[config.mk]
export PLATFORM = sky130hd
export DESIGN_NAME = ofm_cmp_pipe
export DESIGN_NICKNAME = d
export VERILOG_FILES = /design/src/rtl/ofm_checker_pkg.sv /design/src/rtl/ofm_cmp_pipe.sv
export SDC_FILE = /design/constraint.sdc
export NUM_CORES = 1
export LEC_CHECK = 0
export CAP_MARGIN = 10
export CORE_MARGIN = 8
export CORE_UTILIZATION = 23
export DETAILED_ROUTE_END_ITERATION = 10
export PLACE_DENSITY = 0.58
export REMOVE_ABC_BUFFERS = 1
export SLEW_MARGIN = 20
export SYNTH_ARGS = -nofsm -noshare
export SYNTH_HDL_FRONTEND = slang
export SYNTH_SLANG_ARGS = --single-unit
export TNS_END_PERCENT = 20
[constraint.sdc]
create_clock -name clk -period 0.8 [get_ports clk]
set_input_delay 0.16 -clock clk [delete_from_list [all_inputs] [get_ports clk]]
set_output_delay 0.16 -clock clk [all_outputs]
set_load 0.01 [all_outputs]
[src/rtl/ofm_checker_pkg.sv]
// Shared definitions for the OFM self-check engine: state encoding, geometry
// helper, channel-index width and a saturating counter step.
package ofm_checker_pkg;

  typedef logic [1:0] state_t;

  localparam state_t ST_IDLE  = 2'd0;
  localparam state_t ST_READ  = 2'd1;
  localparam state_t ST_DRAIN = 2'd2;
  localparam state_t ST_DONE  = 2'd3;

  localparam int CHAN_WIDTH = 8;

  function automatic int ofm_words(input int ofm_size, input int no_filter);
    return ofm_size * ofm_size * no_filter;
  endfunction

  function automatic logic [31:0] sat_inc(input logic [31:0] value,
                                          input logic [31:0] max_value);
    return (value >= max_value) ? max_value : value + 32'd1;
  endfunction

endpackage

[src/rtl/ofm_cmp_pipe.sv]
// Tracks issued read addresses across the memory read latency and compares the
// two returning words with a signed tolerance; emits one registered verdict per cycle.
module ofm_cmp_pipe
  import ofm_checker_pkg::*;
#(
  parameter int DATA_WIDTH = 16,
  parameter int ADDR_WIDTH = 17,
  parameter int RD_LATENCY = 1,
  parameter int TOL        = 0
) (
  input  logic                  clk,
  input  logic                  rst,
  input  logic                  flush,
  input  logic                  issue_valid,
  input  logic [ADDR_WIDTH-1:0] issue_addr,
  input  logic [CHAN_WIDTH-1:0] issue_chan,
  input  logic [DATA_WIDTH-1:0] rtl_data,
  input  logic [DATA_WIDTH-1:0] gld_data,
  output logic                  pending,
  output logic                  res_valid,
  output logic                  res_mismatch,
  output logic [ADDR_WIDTH-1:0] res_addr,
  output logic [CHAN_WIDTH-1:0] res_chan,
  output logic [DATA_WIDTH-1:0] res_rtl,
  output logic [DATA_WIDTH-1:0] res_gld
);

  localparam logic [DATA_WIDTH:0] TOL_V = (DATA_WIDTH+1)'(TOL);

  logic [RD_LATENCY-1:0] tag_valid;
  logic [ADDR_WIDTH-1:0] tag_addr [RD_LATENCY];
  logic [CHAN_WIDTH-1:0] tag_chan [RD_LATENCY];

  logic signed [DATA_WIDTH:0] diff;
  logic        [DATA_WIDTH:0] diff_mag;
  logic                       mismatch;

  // One extra bit keeps rtl - gld exact, so 7FFF vs 8000 cannot wrap to a small value.
  assign diff     = $signed({rtl_data[DATA_WIDTH-1], rtl_data})
                  - $signed({gld_data[DATA_WIDTH-1], gld_data});
  assign diff_mag = diff[DATA_WIDTH] ? $unsigned(-diff) : $unsigned(diff);
  assign mismatch = diff_mag > TOL_V;
  assign pending  = |tag_valid;

  // NOTE: state registers use non-blocking assignments so every stage samples pre-edge values.
  always_ff @(posedge clk or posedge rst) begin
    if (rst) begin
      tag_valid    <= '0;
      res_valid    <= 1'b0;
      res_mismatch <= 1'b0;
    end else if (flush) begin
      tag_valid    <= '0;
      res_valid    <= 1'b0;
      res_mismatch <= 1'b0;
    end else begin
      tag_valid[0] <= issue_valid;
      for (int i = 1; i < RD_LATENCY; i++) tag_valid[i] <= tag_valid[i-1];
      res_valid    <= tag_valid[RD_LATENCY-1];
      res_mismatch <= tag_valid[RD_LATENCY-1] & mismatch;
    end
  end

  // NOTE: payload registers have no reset; the valid bits alone decide whether they mean anything.
  always_ff @(posedge clk) begin
    tag_addr[0] <= issue_addr;
    tag_chan[0] <= issue_chan;
    for (int i = 1; i < RD_LATENCY; i++) begin
      tag_addr[i] <= tag_addr[i-1];
      tag_chan[i] <= tag_chan[i-1];
    end
    res_addr <= tag_addr[RD_LATENCY-1];
    res_chan <= tag_chan[RD_LATENCY-1];
    res_rtl  <= rtl_data;
    res_gld  <= gld_data;
  end

endmodule

==> reports/qor.yml, run 1 <==
finalCriticalPeriod_ns: 2.840
status: "finished with violations"
num-fill-cells: 1298
cts.sinks: 85
clkTransAtPathRegs_ns: 0.06
setup_viol: 61
fin_area_mm2: 0.006017
post_dp_cell_area_mm2: 0.005171
switching_share_pct: 28.93
wl_per_cell_um: 13.49
crit_path_end_kind: "flip-flop"
yosys.area.top_type: "dfxtp_1"
yosysMostFrequentCell: "dfxtp_1"
worstPathArrival_ns: 3.07
area_growth_pct: 89.33
core_region_area_mm2: 0.01367
die-height_um: 133.6
max-slew-margin-rel_pct: 70.49
cp.required_ns: 1.03
cts_root_buf: "clkbuf_16"
grt_pass1_vias: 3281
seq_area_frac_synth_pct: 54.02
ir_worst_vdd_v: 0.0009976
cts_tree: "done"
initial_core_util_pct: 23.26
ys_warn_count: 0
viasPerCell: 4.323
grt_usage_pct: 10.72
crit_chain: "buf_6 > ha_4 > fa_2 > nand2b_4 > a21bo_4 > and4_4 > a211oi_4 > nand3_2 > or4_4 > or3_4 > a2bb2oi_2 > o221ai_2 > o31a_1"
critPathBufInv: 1
crit_type: "input pin to flip-flop"
synth_ff_type: "dfxtp_1"
holdWs_ns: -0.07922
synthTopCellsByArea: "dfxtp_1 (52%), ha_1 (6.3%), inv_1 (3.0%)"
crit_family: "simple AND/OR/NAND/NOR gates"
drive_above_1_share_pct: 52.80
critPathSlowestCell: "or4_4"
finalHoldViolCount: 1
timing.final.crit_share_pct: 355.0
power.leakage_nw: 2.600
tns_ns: -10.12
ant_nets: 0
n_antenna_cell: 0
insertion_delay_ns: 0.34
synth_edf_count: 0
cp_slowest_stage_delay_ns: 0.54
start_kind: "input pin"
grt_util_met2_pct: 18.40
cts_made_buffers: 9
crit_fanout: 4
route.detailed.drc: 0
power_w: 0.01196
overflow: 0
power.internal_w: 0.008501
skew_ns: 0.002491
power_frac_seq_pct: 37.9
violations: "hold timing, setup timing"
max_freq_ghz: 0.3522
drt-pass1-iter-count: 4
die_x_um: 133.6
drtIter0Drc: 75
maxCapViolations: 0
grt_antenna_before_repair: 0
synthArstFlopShare_pct: 3.529
cts_htree_levels: 3
ios: 121
power_frac_comb_pct: 27.8
avgSynthCellArea_um2: 10.56
top_usage_layer: "met2"
setup_ws_ns: -2.040
worst_hold_path_type: "input pin to flip-flop"
p_per_area_mw_per_mm2: 1988
power.switching_w: 0.003460
grt_max_degree: 19
yosys_register_bits: 85
synth_commonest_cells: "dfxtp_1 (82), inv_1 (25), nor2_1 (23), ha_1 (16), a21oi_1 (15)"
rsz0062_at_grt: "yes"
grt_use_met1_pct: 11.55
ys_types: 65
gp_congestion: 0.8543
rows: 43
vias: 3095
synth_top_cell_area_share_pct: 51.65
clk_path_buf_depth: 2
tightest_slew_ns: 0.4315
clock_power_share_pct: 34.3
drv_slew: 0
synth_area_mm2: 0.003178
hpwl_mm: 7.305
grt_pass1_wl_mm: 15.40
grt.met3_usage_pct: 4.819
fin_nets: 609
fp.dieArea_mm2: 0.01784
syn_inst: 301
portBuffers: 120
drt_wl_total_mm: 9.658
## logic make-up after synthesis
group | share of synthesized area [%]
buffers and inverters | 4.016
adders and majority gates | 6.929
and+or+nand+nor | 14.21
DFF | 54.02
xor gates and xnor gates | 2.480
muxes | 0.3150
AOI/OAI and AO/OA | 18.03
## power groups by stage
stage	clock network [W]	logic, W	registers [W]
after detailed placement	0	0.00271	0.00461
after global placement	0	0.00266	0.00460
after global routing	0.00450	0.00361	0.00455
final	0.00411	0.00333	0.00453
after CTS	0.00428	0.00300	0.00452
after floorplan	0	0.00109	0.00469
## metrics by stage
step	cells	utilization (%)	setup slack, ns	hold WS [ns]
2_1_floorplan	295	-	-2.382	-0.08636
3_3_place_gp	675	37.84	-2.956	0.3104
3_5_place_dp	675	37.84	-3.064	0.3121
4_1_cts	701	41.29	-2.096	-0.09631
5_1_grt	716	44.03	-2.122	-0.09986
6_report	716	44.03	-2.040	-0.07922
## final timing paths
check	slack (ns)	depth (start not counted)	end	startpoint
max	-2.04	13	res_mismatch$_DFF_PP0_	gld_data[0]
min	-0.08	1	res_rtl[0]$_DFF_P_	rtl_data[0]
max reg2reg	-0.03	2	res_mismatch$_DFF_PP0_	pending$_DFF_PP0_
min reg2reg	0.33	0	res_addr[15]$_DFF_P_	tag_addr[0][15]$_DFF_P_
max in group asynchronous	0.10	3	res_valid$_DFF_PP0_	rst
min in group asynchronous	0.56	3	pending$_DFF_PP0_	rst
## routing by layer
layer  up-vias  share of wire, %
met5         -                 0
met4         0               1.5
met3        15               6.8
met2       102                48
met1      1431                43
li1       1547                 -
## timing repair
action | 4_1_cts | 5_1_grt
cloned | 0 | 0
buffers inserted | 8 | 3
pin swaps | 38 | 32
hold buffers | 2 | 12
setup endpoints to repair | 61 | 61
hold endpoints to repair | 5 | 13
gates resized for setup | 357 | 87
## worst reg2reg max path, cell delays in order (launching register included)
cell and delay (ns):
dfrtp_1 0.34, nor2b_1 0.25, o31a_1 0.18
## registers in the layout, summed over array words and instances, names as in the netlist
register,cells
res_addr,17
tag_addr,17
res_gld,16
res_rtl,16
res_chan,8
tag_chan,8
pending,1
res_mismatch,1
res_valid,1
## cells in the final DEF (no fill, tap or decap), types with 4 or more instances in the layout
cell	instances
a21oi_1	8
a21oi_2	5
buf_2	41
buf_4	85
buf_6	29
clkbuf_16	9
clkbuf_2	10
clkdlybuf4s50_1	40
dfxtp_1	62
dfxtp_2	20
dlygate4sd2_1	4
dlygate4sd3_1	14
ha_1	5
ha_4	10
inv_1	16
inv_2	8
nand2_1	12
nand3_1	4
nor2_1	19
nor2b_1	4
nor3_1	5
o21ai_0	6
o21ai_1	4
xnor2_1	4
xor2_2	4
## cell type report
cell class	instances	area, µm²	area share, %
tap	180	225.2	3.743
clock inverter	7	76.32	1.268
inverter	25	96.34	1.601
clock buffer	9	225.2	3.743
sequential	85	1742	28.95
timing repair buffer	225	1821	30.26
multi-input combinational	185	1832	30.44
Power figures use the tool's default switching activity.
==> run 2, diff against run 1 <==
- SLEW_MARGIN: 20 -> 25
==> results of run 2 <==
Final layout, timing and power as in run 1 (identical DEF).
==> RTL edit 1 (settings of run 1) <==
`DATA_WIDTH`: 16 -> 24.
--- a/src/rtl/ofm_cmp_pipe.sv
+++ b/src/rtl/ofm_cmp_pipe.sv
@@ -3,7 +3,7 @@
 module ofm_cmp_pipe
   import ofm_checker_pkg::*;
 #(
-  parameter int DATA_WIDTH = 16,
+  parameter int DATA_WIDTH = 24,
   parameter int ADDR_WIDTH = 17,
   parameter int RD_LATENCY = 1,
   parameter int TOL        = 0
Ports: changed (resized gld_data, res_gld, res_rtl and rtl_data); port bits go from 121 to 153. No check against the original RTL was run, so the function may have changed too.
==> RTL edit 1 against run 1 <==
The run ends with negative setup slack left; synthesized area rose by 36%; sequential cell count rose by 16; clock skew rose by 1.6 ps; first-iteration DRC count rose to 2.8 times the old value; final area rose by 41%; setup slack got worse by 220 ps; clock power rose by 8.8%; core utilization rose by 1.5 points; power rose by 28%; sequential power rose by 19%; sequential share of layout area fell by 4.4 points; via count rose by 50%; routed wire length rose by 61%; synthesized cell count rose by 49%; critical endpoint unchanged; largest cell class unchanged.
==> RTL edit 1: results (changes against run 1) <==
Post-CTS Hold Buffers -> 12 (was 2)
P_leak -> 3.69 nW (was 2.60 nW)
Ys Warns -> 0 (unchanged)
Area after DPL -> 6970 sq um (was 5170 sq um)
status -> complete, but fails checks (unchanged)
synthesized area per cell -> 9.62 sq um (was 10.6 sq um)
Layout fillers -> 1777 (was 1298)
synth top area cells -> dfxtp_1, ha_1, a21oi_1 (was dfxtp_1, ha_1, inv_1)
Critical Path AT -> 3310 ps (was 3070 ps)
asr flop ratio synth -> 2.97% (was 3.53%)
slowest stage delay, CP -> 570 ps (was 540 ps)
Skew-Pair Late Insertion Delay -> 350 ps
CP max FO -> 4 (unchanged)
htree depth -> 3 (unchanged)
TNS Setup -> -13010 ps (was -10120 ps)
Detailed Route Iter0 Violations -> 212 (was 75)
Seq/Total Area, Yosys -> 47.2% (was 54.0%)
met3 Use GR -> 3.64% (was 4.82%)
Compound-Gate Fraction of Synth Area -> 21.1% (was 18.0%)
DR vias -> 4650 (was 3095)
synth unique cells -> 70 (was 65)
Detail Placement HPWL -> 11500 um (was 7310 um)
first-pass GRT wire length -> 25300 um (was 15400 um)
via count of the first global-routing pass -> 5077 (was 3281)
Largest regs -> res_gld: 24 flops, res_rtl: 24 flops (was res_addr: 17 flops, tag_addr: 17 flops)
Crit-path slowest cell -> or4_4 (unchanged)
IO Port Bufs -> 152 (was 120)
initial antenna violation count -> 0 (unchanged)
met2 Track Usage GR -> 23.7% (was 18.4%)
layout cells sized above 1 -> 54.3% (was 52.8%)
routability cong. -> 0.812 (was 0.854)
worst setup margin -> -2260 ps (was -2040 ps)
DR pass1 iterations -> 4 (unchanged)
Post-synth top cells -> dfxtp_1, inv_1, a21oi_1, nor2_1 (was dfxtp_1, inv_1, nor2_1, ha_1, a21oi_1)
xor-xnor portion of the synthesized cell area -> 2.64% (was 2.48%)
mux cell area share after synthesis -> 0.754% (was 0.315%)
final net count -> 882 (was 609)
quantity of gates resized following cts -> 546 (was 357)
met1 Track Usage GR -> 14.5% (was 11.6%)
worst vdd ir -> 1.01 mV (was 0.998 mV)
die footprint -> 23400 sq um (was 17800 sq um)
cell family with most CP delay -> compound AO/OA/AOI/OAI gates (was simple AND/OR/NAND/NOR gates)
Synth Area in Adders -> 7.43% (was 6.93%)
Detailed Route WL -> 15500 um (was 9660 um)
Relative slew margins -> 66.2% (was 70.5%)
Final Skew -> 4.08 ps (was 2.49 ps)
Tot GR Track Use -> 13.1% (was 10.7%)
Layout Cells excl Fill -> 1019 (was 716)
Placed Cells -> 941 (was 675)
postcts setup bufs -> 39 (was 8)
final setup fails -> 78 (was 61)
pre-CTS WS -> -3370 ps (was -3060 ps)
failing checks -> negative setup slack (was negative hold slack, negative setup slack)
top_reg_cell synth -> dfxtp_1 (unchanged)
clk slew on worst S/H paths -> 70 ps
==> RTL edit 1: changes by cell type in the layout (fill, tap and decap cells not counted), sizes merged, moves of 11 or more <==
cell / run 1 / this run
nand2: 12 / 24
dfxtp: 82 / 98
o21ai: 11 / 24
nand4: 0 / 11
dlygate4sd2: 4 / 19
a21oi: 15 / 30
buf: 156 / 257
==> RTL edit 1: final cells by class <==
class	count	area, sq um	share of cell area (%)
Timing Repair Buffer	336	2780	32.8
Clock buffer	9	225	2.66
Multi-Input combinational cell	299	2890	34.1
Tap cell	234	293	3.46
Inverter	33	131	1.55
Sequential cell	101	2070	24.5
Clock inverter	7	78.8	0.932
==> RTL edit 1: path summary, 6_finish.rpt <==
kind,depth (start not counted),start,end,slack (ps)
min in group asynchronous,3,rst,res_valid$_DFF_PP0_,530
worst max register to register,4,pending$_DFF_PP0_,res_mismatch$_DFF_PP0_,-150
worst max-delay path,16,gld_data[6],res_mismatch$_DFF_PP0_,-2260
worst min register to register,0,tag_chan[0][7]$_DFF_P_,res_chan[7]$_DFF_P_,330
worst min-delay path,1,rtl_data[14],res_rtl[14]$_DFF_P_,20
max in group asynchronous,3,rst,res_mismatch$_DFF_PP0_,140
==> RTL edit 1: per-layer routing <==
metal | vias to the layer above | part of all wire, %
li1 | 2296 | -
met1 | 2201 | 42
met2 | 135 | 51
met3 | 18 | 5.4
met4 | 0 | 1.8
met5 | - | 0
==> RTL edit 1: worst reg2reg max path: cells and delay by family, from the launching register on <==
family | cells | cell delay [ps]
AO/OA/AOI/OAI | 1 | 250
buffers and inverters | 3 | 230
flip-flops | 1 | 370
==> RTL edit 1: where the power goes <==
part / total, mW / internal, mW / switching (mW)
registers: 5.39 / 5.31 / 0.0761
clock network: 4.47 / 2.47 / 2.00
logic: 5.49 / 2.97 / 2.52
==> RTL edit 2 (settings of run 1) <==
Without the edit above. Make the reset (`rst`) synchronous in one clocked block.
--- a/src/rtl/ofm_cmp_pipe.sv
+++ b/src/rtl/ofm_cmp_pipe.sv
@@ -43,7 +43,7 @@
   assign pending  = |tag_valid;
 
   // NOTE: state registers use non-blocking assignments so every stage samples pre-edge values.
-  always_ff @(posedge clk or posedge rst) begin
+  always_ff @(posedge clk) begin
     if (rst) begin
       tag_valid    <= '0;
       res_valid    <= 1'b0;
Behaviour: differs if rst is asserted again (counterexample within 4 cycles, from zero or initial values and one cycle with rst high); with rst held inactive, the same outputs for 10 cycles.
==> RTL edit 2 against run 1 <==
The flow finishes with violations (negative setup slack); worst hold slack improved by 150 ps; sequential cell count unchanged; synthesized cell count decreased by 2.3%; synthesized area increased by 0.71%; clock power increased by 2%; register-to-register slack improved by 110 ps; via count decreased by 4.4%; power increased by 0.36%; routed wire length decreased by 0.67%; cell count decreased by 2.8%; setup slack got worse by 16 ps; maximum frequency decreased by 0.55%; final area decreased by 2.3%; critical path type unchanged; largest cell class unchanged; highest routed layer unchanged.
==> RTL edit 2: results (changes against run 1) <==
status -> complete, but fails checks (unchanged)
failing checks -> negative setup slack (was negative hold slack, negative setup slack)
routability cong. -> 0.816 (was 0.854)
final setup fails -> 61 (unchanged)
Post-synth top cells -> dfxtp_1, inv_1, ha_1, a21oi_1, nand2_1 (was dfxtp_1, inv_1, nor2_1, ha_1, a21oi_1)
worst vdd ir -> 0.962 mV (was 0.998 mV)
Detailed Route WL -> 9590 um (was 9660 um)
r2r endpoint -> res_mismatch$_SDFF_PP0_ (was res_mismatch$_DFF_PP0_)
Worst Hold Path Cells -> 2 (was 1)
synth top area cells -> dfxtp_1, ha_1, inv_1 (unchanged)
reg2reg start -> pending$_SDFF_PP0_ (was pending$_DFF_PP0_)
minimum hold slack -> 73.2 ps (was -79.2 ps)
pin count of the biggest net entering global routing -> 16 (was 19)
Layout Utilization -> 42.8% (was 44.0%)
DR vias/cell -> 4.25 (was 4.32)
Detail Placement HPWL -> 7310 um (about the same)
P_leak -> 2.54 nW (was 2.60 nW)
Tot GR Track Use -> 10.6% (was 10.7%)
worst setup margin -> -2060 ps (was -2040 ps)
source of the worst hold timing path -> rtl_data[1] (was rtl_data[0])
worst-margin pin slew -> 473 ps (was 431 ps)
Detailed Route Iter0 Violations -> 81 (was 75)
asr flop ratio synth -> 0% (was 3.53%)
met1 Track Usage GR -> 11.8% (was 11.6%)
met2 Track Usage GR -> 17.7% (was 18.4%)
via count of the first global-routing pass -> 3190 (was 3281)
Seq/Total Area, Yosys -> 53.2% (was 54.0%)
Area after DPL -> 5150 sq um (was 5170 sq um)
Layout fillers -> 1319 (was 1298)
Critical Path AT -> 3080 ps (was 3070 ps)
RTL edit 2: changes by cell type after synthesis, sizes merged, moves of 4 or more:
cell    change
a31oi       -4
nor2       -13
o21ai       -6
a21boi      -4
a21o        +5
and2        +8
RTL edit 2: power by group:
part | switching [mW] | internal (mW) | total, mW
clock | 1.68 | 2.53 | 4.21
combinational | 1.49 | 1.78 | 3.27
sequential | 0.0583 | 4.47 | 4.52
RTL edit 2: worst max path at each step:
stage                     start                 endpoint  slack, ps  cells past startpoint
finish              gld_data[0]  res_mismatch$_SDFF_PP0_      -2060                     16
global placement    rtl_data[0]  res_mismatch$_SDFF_PP0_      -2830                     14
floorplan           rtl_data[0]  res_mismatch$_SDFF_PP0_      -2290                     13
global route        gld_data[6]  res_mismatch$_SDFF_PP0_      -2150                     13
CTS                 gld_data[0]  res_mismatch$_SDFF_PP0_      -2050                     14
detailed placement  rtl_data[0]  res_mismatch$_SDFF_PP0_      -2910                     14
RTL edit 2: cell type report:
class,count,area share (%)
Clock inverter,6,1.17
Timing Repair Buffer,212,29.6
Multi-Input combinational cell,181,30.5
Tap cell,180,3.83
Sequential cell,85,29.4
Clock buffer,10,4.07
Inverter,22,1.45
RTL edit 2: worst max-delay path: stages:
cell       delay [ps]
buf_8             100
ha_4              150
fa_2              330
and2b_2           280
buf_6             120
o21ai_4            50
buf_6             120
a311oi_4          350
buf_4             180
o31ai_2            70
mux2i_2           210
nand4_4           130
a2111oi_4         350
o211ai_1          180
a2111oi_4         210
a21boi_1          110
RTL edit 2: repair_timing:
action / CTS / global route
setup endpoints to repair: 61 / 61
pin swaps: 30 / 15
hold buffers: 1 / 3
endpoints found under the hold margin: 2 / 3
buffers inserted: 10 / 3
gates cloned: 0 / 0
gates resized for setup: 355 / 49
RTL edit 2: through the flow:
step	setup WS, ps	std cells	setup TNS [ps]	power, mW
floorplan	-2290	288	-2290	5.82
global placement	-2830	663	-14190	7.29
detailed placement	-2910	663	-14320	7.33
CTS	-2050	690	-10760	12.0
global route	-2150	696	-11820	12.7
finish	-2060	696	-9170	12.0
RTL edit 2: layer usage:
metal  up-vias  part of all wire (%)
met5         -                     0
met4         0                   1.6
met3        13                   7.1
met2        94                    48
met1      1366                    43
li1       1487                     -
RTL edit 2: cell families (layout without fill, tap and decap cells):
group | Yosys count | in the layout | synth area share, %
AOI/OAI and AO/OA | 73 | 73 | 18.3
xor gates and xnor gates | 9 | 9 | 2.70
adders and majority gates | 17 | 17 | 6.88
buffers and inverters | 28 | 250 | 3.87
DFF | 85 | 85 | 53.2
muxes | 3 | 3 | 0.977
and+or+nand+nor | 79 | 79 | 14.2
